===== config.mk =====
export PLATFORM = sky130hd
export DESIGN_NAME = duty_slew_flat
export DESIGN_NICKNAME = d
export VERILOG_FILES = /design/src/rtl/duty_slew_pkg.sv /design/src/rtl/duty_slew_if.sv /design/src/rtl/period_timer.sv /design/src/rtl/duty_slew.sv /design/src/flat_wrapper.sv
export SDC_FILE = /design/constraint.sdc
export NUM_CORES = 1
export LEC_CHECK = 0
export CAP_MARGIN = 5
export CELL_PAD_IN_SITES_DETAIL_PLACEMENT = 1
export CELL_PAD_IN_SITES_GLOBAL_PLACEMENT = 1
export CORE_ASPECT_RATIO = 1.4
export CORE_MARGIN = 2
export CORE_UTILIZATION = 46
export DETAILED_ROUTE_END_ITERATION = 10
export PLACE_DENSITY = 0.78
export SYNTH_ARGS = -nofsm -noshare
export SYNTH_HDL_FRONTEND = slang
export SYNTH_SLANG_ARGS = --single-unit

===== constraint.sdc =====
create_clock -name clk -period 6.38 [get_ports clk]
set_clock_uncertainty 0.05 [all_clocks]
set_input_delay 0.638 -clock clk [delete_from_list [all_inputs] [get_ports clk]]
set_output_delay 0.638 -clock clk [all_outputs]
set_load 0.05 [all_outputs]

===== src/rtl/duty_slew_pkg.sv =====
// Shared types and default widths for the duty-cycle slew limiter.
package duty_slew_pkg;

  localparam int unsigned DutyWDefault = 11;
  localparam int unsigned StepWDefault = 8;

  typedef enum logic {
    StIdle,
    StSlew
  } state_e;

endpackage


===== src/rtl/duty_slew_if.sv =====
// Request/duty bundle between a controller (master) and duty_slew (slave).
interface duty_slew_if
  import duty_slew_pkg::*;
#(
  parameter int unsigned DUTY_W = DutyWDefault,
  parameter int unsigned STEP_W = StepWDefault
);

  logic              req_vld;
  logic              req_rdy;
  logic [DUTY_W-1:0] req_duty;
  logic [STEP_W-1:0] req_step;
  logic [DUTY_W-1:0] duty;
  logic              period_start;
  logic              at_target;

  modport master (
    output req_vld, req_duty, req_step,
    input  req_rdy, duty, period_start, at_target
  );

  modport slave (
    input  req_vld, req_duty, req_step,
    output req_rdy, duty, period_start, at_target
  );

endinterface


===== src/rtl/period_timer.sv =====
// Free-running PWM period counter; flags the last count before the wrap.
module period_timer #(
  parameter int unsigned DUTY_W = 11
) (
  input  logic clk,
  input  logic rst,
  output logic period_start
);

  logic [DUTY_W-1:0] cnt_q;

  always_ff @(posedge clk or posedge rst) begin
    if (rst) begin
      cnt_q <= '0;
    end else begin
      cnt_q <= cnt_q + DUTY_W'(1);
    end
  end

  assign period_start = (cnt_q == '1);

endmodule


===== src/rtl/duty_slew.sv =====
// Slew-limited duty register: takes a target/step request and walks duty toward
// the target by at most one step per PWM period, changing only at period boundaries.
module duty_slew
  import duty_slew_pkg::*;
#(
  parameter int unsigned DUTY_W = DutyWDefault,
  parameter int unsigned STEP_W = StepWDefault
) (
  input logic        clk,
  input logic        rst,
  duty_slew_if.slave bus
);

  logic [DUTY_W-1:0] duty_q, target_q, pend_duty_q, tgt_sel, duty_nxt;
  logic [STEP_W-1:0] step_q, pend_step_q, step_sel;
  logic [DUTY_W:0]   diff, step_ext;
  logic              pend_vld_q, period_start, accept, up;
  state_e            state_q;

  period_timer #(
    .DUTY_W(DUTY_W)
  ) u_period_timer (
    .clk          (clk),
    .rst          (rst),
    .period_start (period_start)
  );

  // A pending request is applied on the boundary that consumes it.
  always_comb begin
    accept   = bus.req_vld && !pend_vld_q;
    tgt_sel  = pend_vld_q ? pend_duty_q : target_q;
    step_sel = pend_vld_q ? pend_step_q : step_q;
    up       = (tgt_sel > duty_q);
    diff     = up ? ({1'b0, tgt_sel} - {1'b0, duty_q}) : ({1'b0, duty_q} - {1'b0, tgt_sel});
    step_ext = (DUTY_W+1)'(step_sel);
    if (step_sel == '0 || diff <= step_ext) begin
      duty_nxt = tgt_sel;
    end else if (up) begin
      duty_nxt = DUTY_W'({1'b0, duty_q} + step_ext);
    end else begin
      duty_nxt = DUTY_W'({1'b0, duty_q} - step_ext);
    end
  end

  always_ff @(posedge clk or posedge rst) begin
    if (rst) begin
      duty_q      <= '0;
      target_q    <= '0;
      step_q      <= '0;
      pend_duty_q <= '0;
      pend_step_q <= '0;
      pend_vld_q  <= 1'b0;
      state_q     <= StIdle;
    end else begin
      if (period_start) begin
        duty_q     <= duty_nxt;
        target_q   <= tgt_sel;
        step_q     <= step_sel;
        // A request accepted on the boundary edge waits for the next boundary.
        pend_vld_q <= accept;
        state_q    <= (duty_nxt == tgt_sel && !accept) ? StIdle : StSlew;
      end else if (accept) begin
        pend_vld_q <= 1'b1;
        if (state_q == StIdle && bus.req_duty != duty_q) begin
          state_q <= StSlew;
        end
      end
      if (accept) begin
        pend_duty_q <= bus.req_duty;
        pend_step_q <= bus.req_step;
      end
    end
  end

  assign bus.req_rdy      = !pend_vld_q;
  assign bus.duty         = duty_q;
  assign bus.period_start = period_start;
  assign bus.at_target    = (state_q == StIdle) && !pend_vld_q;

endmodule

===== src/flat_wrapper.sv =====
// flat-port wrapper written by rule: the top's interface ports become plain ports
module duty_slew_flat import duty_slew_pkg::*;
#(
  parameter int unsigned DUTY_W = DutyWDefault,
  parameter int unsigned STEP_W = StepWDefault
)
  (clk, rst, bus_req_vld, bus_req_duty, bus_req_step, bus_req_rdy, bus_duty, bus_period_start, bus_at_target);
  duty_slew_if #(.DUTY_W(DUTY_W), .STEP_W(STEP_W)) bus_i ();
  input logic clk;
  input logic rst;
  input wire logic [$bits(bus_i.req_vld)-1:0] bus_req_vld;
  input wire logic [$bits(bus_i.req_duty)-1:0] bus_req_duty;
  input wire logic [$bits(bus_i.req_step)-1:0] bus_req_step;
  output wire logic [$bits(bus_i.req_rdy)-1:0] bus_req_rdy;
  output wire logic [$bits(bus_i.duty)-1:0] bus_duty;
  output wire logic [$bits(bus_i.period_start)-1:0] bus_period_start;
  output wire logic [$bits(bus_i.at_target)-1:0] bus_at_target;
  assign bus_i.req_vld = bus_req_vld;
  assign bus_i.req_duty = bus_req_duty;
  assign bus_i.req_step = bus_req_step;
  assign bus_req_rdy = bus_i.req_rdy;
  assign bus_duty = bus_i.duty;
  assign bus_period_start = bus_i.period_start;
  assign bus_at_target = bus_i.at_target;
  duty_slew #(.DUTY_W(DUTY_W), .STEP_W(STEP_W)) u_core (.clk(clk), .rst(rst), .bus(bus_i));
endmodule

==> results.py <==
metrics = {
    "outcome": {
        "status": "completed",
    },
    "worst_setup_path": {
        "path_buf_inv": 2,
        "r2r_slack_ps": 300,
        "crit_top_cell": "ha_1",
        "slowest_delay_ps": 520,
        "cp.required_ps": 6510,
        "worst-path-stages": 19,
        "rr_endpoint": "u_core.state_q$_DFFE_PP0P_",
        "r2r-start": "u_core.pend_vld_q$_DFFE_PP0P_",
        "critPathTopFamily": "simple AND/OR/NAND/NOR gates",
        "crit_end": "u_core.state_q$_DFFE_PP0P_",
        "crit_slowest_cell": "ha_1",
        "reg2regPathDepth": 19,
        "worstPathCellList": "buf_4, mux2i_1, inv_1, ha_1, and4_1, nand4_1, o21ai_0, a21boi_2, a21o_1, xnor2_1, ha_1, and3_1, o21a_1, nor4_1, nand4b_1, a2111o_1, or4_1, a2111oi_2, a211oi_1",
        "crit_path_end_kind": "flip-flop",
        "worstPathArrival_ps": 6210,
        "crit_fanout": 20,
        "cp-start-kind": "flip-flop",
        "path_class": "flip-flop to flip-flop",
        "worstSetupStartpoint": "u_core.pend_vld_q$_DFFE_PP0P_",
    },
    "finish": {
        "final_util": 0.5444,
        "finalInstanceArea_um2": 5947,
        "nFillCells": 1301,
        "diodes": 0,
        "seq_area_um2": 1551,
        "drive_gt1_frac": 0.07837,
        "area_growth_pct": 14.97,
        "multiInputGateArea_um2": 3331,
        "nNetsFinal": 700,
    },
    "sta": {
        "finalCritPeriodShare": 0.9532,
        "setup_viol": 0,
        "worst_pin_slew_ps": 788.4,
        "rsz0062_at_grt": "false",
        "min_period_ps": 6081,
        "final-hold-violation-count": 0,
        "slew_viol_final": 0,
        "fin_tns_setup_ps": 0,
        "fin_ws_ps": 298.8,
        "fmax_mhz": 164.4,
        "slew_headroom": 0.4744,
    },
    "yosys": {
        "synth_top_cell_area_share": 0.3000,
        "synth_top_family_by_area": "simple AND/OR/NAND/NOR gates",
        "synthCells": 602,
        "synth_mux_area_frac": 0.05999,
        "yosys.area_share.adder": 0.1132,
        "yosys-top-cells-count": "nand2_1 (99), dfrtp_1 (62), ha_1 (42)",
        "yosysMostFrequentCell": "nand2_1",
        "syn-num-nets": 669,
        "ys_ff_latch": 62,
        "synthFlopType": "dfrtp_1",
        "synth_area_leader_cell": "dfrtp_1",
        "synth_compound_area_frac": 0.1824,
        "async_flop_share": 1.000,
        "synth_area_leaders": "dfrtp_1 (30%), ha_1 (10%), nand2_1 (7.2%)",
        "ys_types": 69,
        "synth_warnings": 0,
        "avgSynthCellArea_um2": 8.592,
        "synthXorXnorAreaFrac": 0.07958,
        "synth_area_um2": 5172,
        "synth-edff-count": 0,
        "yosysSeqAreaShare": 0.3000,
        "yosys.area_share.simple": 0.2088,
    },
    "die": {
        "io_pins": 36,
        "die-area_um2": 12120,
        "die_x_um": 93.62,
        "die_y_um": 129.5,
        "coreArea_um2": 10920,
        "rows": 45,
        "start_util": 0.4735,
    },
    "clock_network": {
        "h-tree-depth": 3,
        "cts_made_buffers": 9,
        "clock_latency_ps": 330,
        "cts_tree": "yes",
        "post_cts_resized": 0,
        "cts_buffer_depth": 2,
        "cts-root-buf": "clkbuf_16",
        "cts_hold_buf": 0,
        "clk_pin_slew_ps": 60,
        "cts_num_sinks": 62,
        "post-cts-setup-buffers": 0,
    },
    "placement": {
        "place_ws_ps": 411.5,
        "port_buffers": 35,
        "dp_hpwl_mm": 12.23,
        "placed_area_um2": 5615,
        "routabilityCongestion": 0.9279,
    },
    "global_routing": {
        "grtUsageMet1": 0.3269,
        "grt_usage": 0.2800,
        "first_global_vias": 5025,
        "grt_pass1_wl_mm": 26.05,
        "met3_usage": 0.04419,
        "grt_util_met2": 0.5116,
        "top_usage_layer": "met2",
        "grt_overflow": 0,
        "grt_max_degree": 63,
        "antenna_found_initial": 0,
    },
    "run": {
        "maxCapViolations": 0,
    },
    "power": {
        "p_leak_nw": 2.849,
        "vdd_ir_drop_max_mv": 0.1851,
        "power_density_nw_per_um2": 208.9,
        "power_mw": 1.242,
    },
    "route": {
        "drtPass1Iterations": 5,
        "wirelength_mm": 16.14,
        "first_iter_violations": 263,
        "detail_route.drc_violations": 0,
        "wl_per_cell_um": 20.71,
        "vias_per_cell": 5.928,
        "vias": 4618,
        "antenna_left": 0,
    },
    "min_path": {
        "hold_path.class": "flip-flop to flip-flop",
    },
}
==> routing by layer <==
metal,up-vias,part of all wire
met1,2313,0.41
li1,2194,-
met2,83,0.53
met5,-,0
met4,0,0.027
met3,28,0.034
==> cell families after synthesis <==
logic type	after synthesis
and+or+nand+nor	222
muxes	27
AOI/OAI and AO/OA	138
buffers and inverters	61
adders and majority gates	45
DFF	62
xor gates and xnor gates	47
==> worst min-delay path by stage <==
stage	end	slack [ps]	cells past startpoint	from
finish	u_core.step_q[1]$_DFFE_PP0P_	430	2	u_core.step_q[1]$_DFFE_PP0P_
global route	u_core.target_q[9]$_DFFE_PP0P_	450	1	u_core.target_q[9]$_DFFE_PP0P_
CTS	u_core.u_period_timer.cnt_q[5]$_DFF_PP0_	430	1	u_core.u_period_timer.cnt_q[5]$_DFF_PP0_
detailed placement	u_core.pend_step_q[6]$_DFFE_PP0P_	420	2	u_core.pend_step_q[6]$_DFFE_PP0P_
global placement	u_core.u_period_timer.cnt_q[5]$_DFF_PP0_	400	1	u_core.u_period_timer.cnt_q[5]$_DFF_PP0_
floorplan	u_core.u_period_timer.cnt_q[5]$_DFF_PP0_	390	1	u_core.u_period_timer.cnt_q[5]$_DFF_PP0_
==> registers in the layout, summed over array words and instances (netlist names) <==
name,count
u_core.bus.duty,11
u_core.pend_duty_q,11
u_core.target_q,11
u_core.u_period_timer.cnt_q,11
u_core.pend_step_q,8
u_core.step_q,8
u_core.pend_vld_q,1
u_core.state_q,1
==> report_power, final <==
part | total [mW] | leakage, nW | internal [mW] | switching (mW)
clock | 0.537 | 0.155 | 0.354 | 0.183
sequential | 0.404 | 0.826 | 0.400 | 0.00457
combinational | 0.301 | 1.87 | 0.123 | 0.179
==> stage by stage <==
stage	hold WS, ps	cells
2_1_floorplan	388.3	602
3_3_place_gp	403.1	763
3_5_place_dp	417.2	763
4_1_cts	432.8	779
5_1_grt	447.8	779
6_report	429.9	779
==> worst reg2reg max path: stages, from the launching register on <==
cell	delay [ps]
dfrtp_1	430
buf_4	400
mux2i_1	450
inv_1	160
ha_1	520
and4_1	300
nand4_1	160
o21ai_0	160
a21boi_2	500
a21o_1	150
xnor2_1	70
ha_1	440
and3_1	240
o21a_1	210
nor4_1	430
nand4b_1	160
a2111o_1	350
or4_1	430
a2111oi_2	220
a211oi_1	90
==> cell usage in the layout (no fill, tap or decap), types with 4 or more instances in the layout <==
cell type | Yosys | layout
a31oi_1 | 10 | 10
nand3_1 | 14 | 14
or4_1 | 6 | 6
and2_1 | 4 | 4
nor2_1 | 27 | 27
nand2_1 | 99 | 99
xor2_1 | 23 | 23
o21ai_0 | 40 | 40
mux2i_1 | 19 | 19
ha_1 | 42 | 42
nor3_1 | 17 | 17
or2_2 | 5 | 5
o211ai_1 | 9 | 9
a21oi_1 | 20 | 20
dfrtp_1 | 62 | 62
nand2b_1 | 4 | 4
nand4_1 | 8 | 8
nor2b_1 | 9 | 9
a21o_1 | 15 | 15
xnor2_1 | 24 | 24
clkbuf_16 | 0 | 9
inv_1 | 36 | 35
nor4_1 | 6 | 6
o21a_1 | 10 | 10
and3_1 | 5 | 5
buf_4 | 0 | 9
clkdlybuf4s50_1 | 0 | 35
a211oi_1 | 4 | 4
==> layout make-up <==
cell class              instances  share of cell area
repair buffers                 44             0.07027
flip-flops and latches         62              0.2609
inverters                      37             0.02335
multi-input cells             479              0.5601
clock buffers                  10             0.04019
well taps                     141             0.02967
clock inverters                 6             0.01557
No activity file was read; power rests on OpenSTA's default activity.
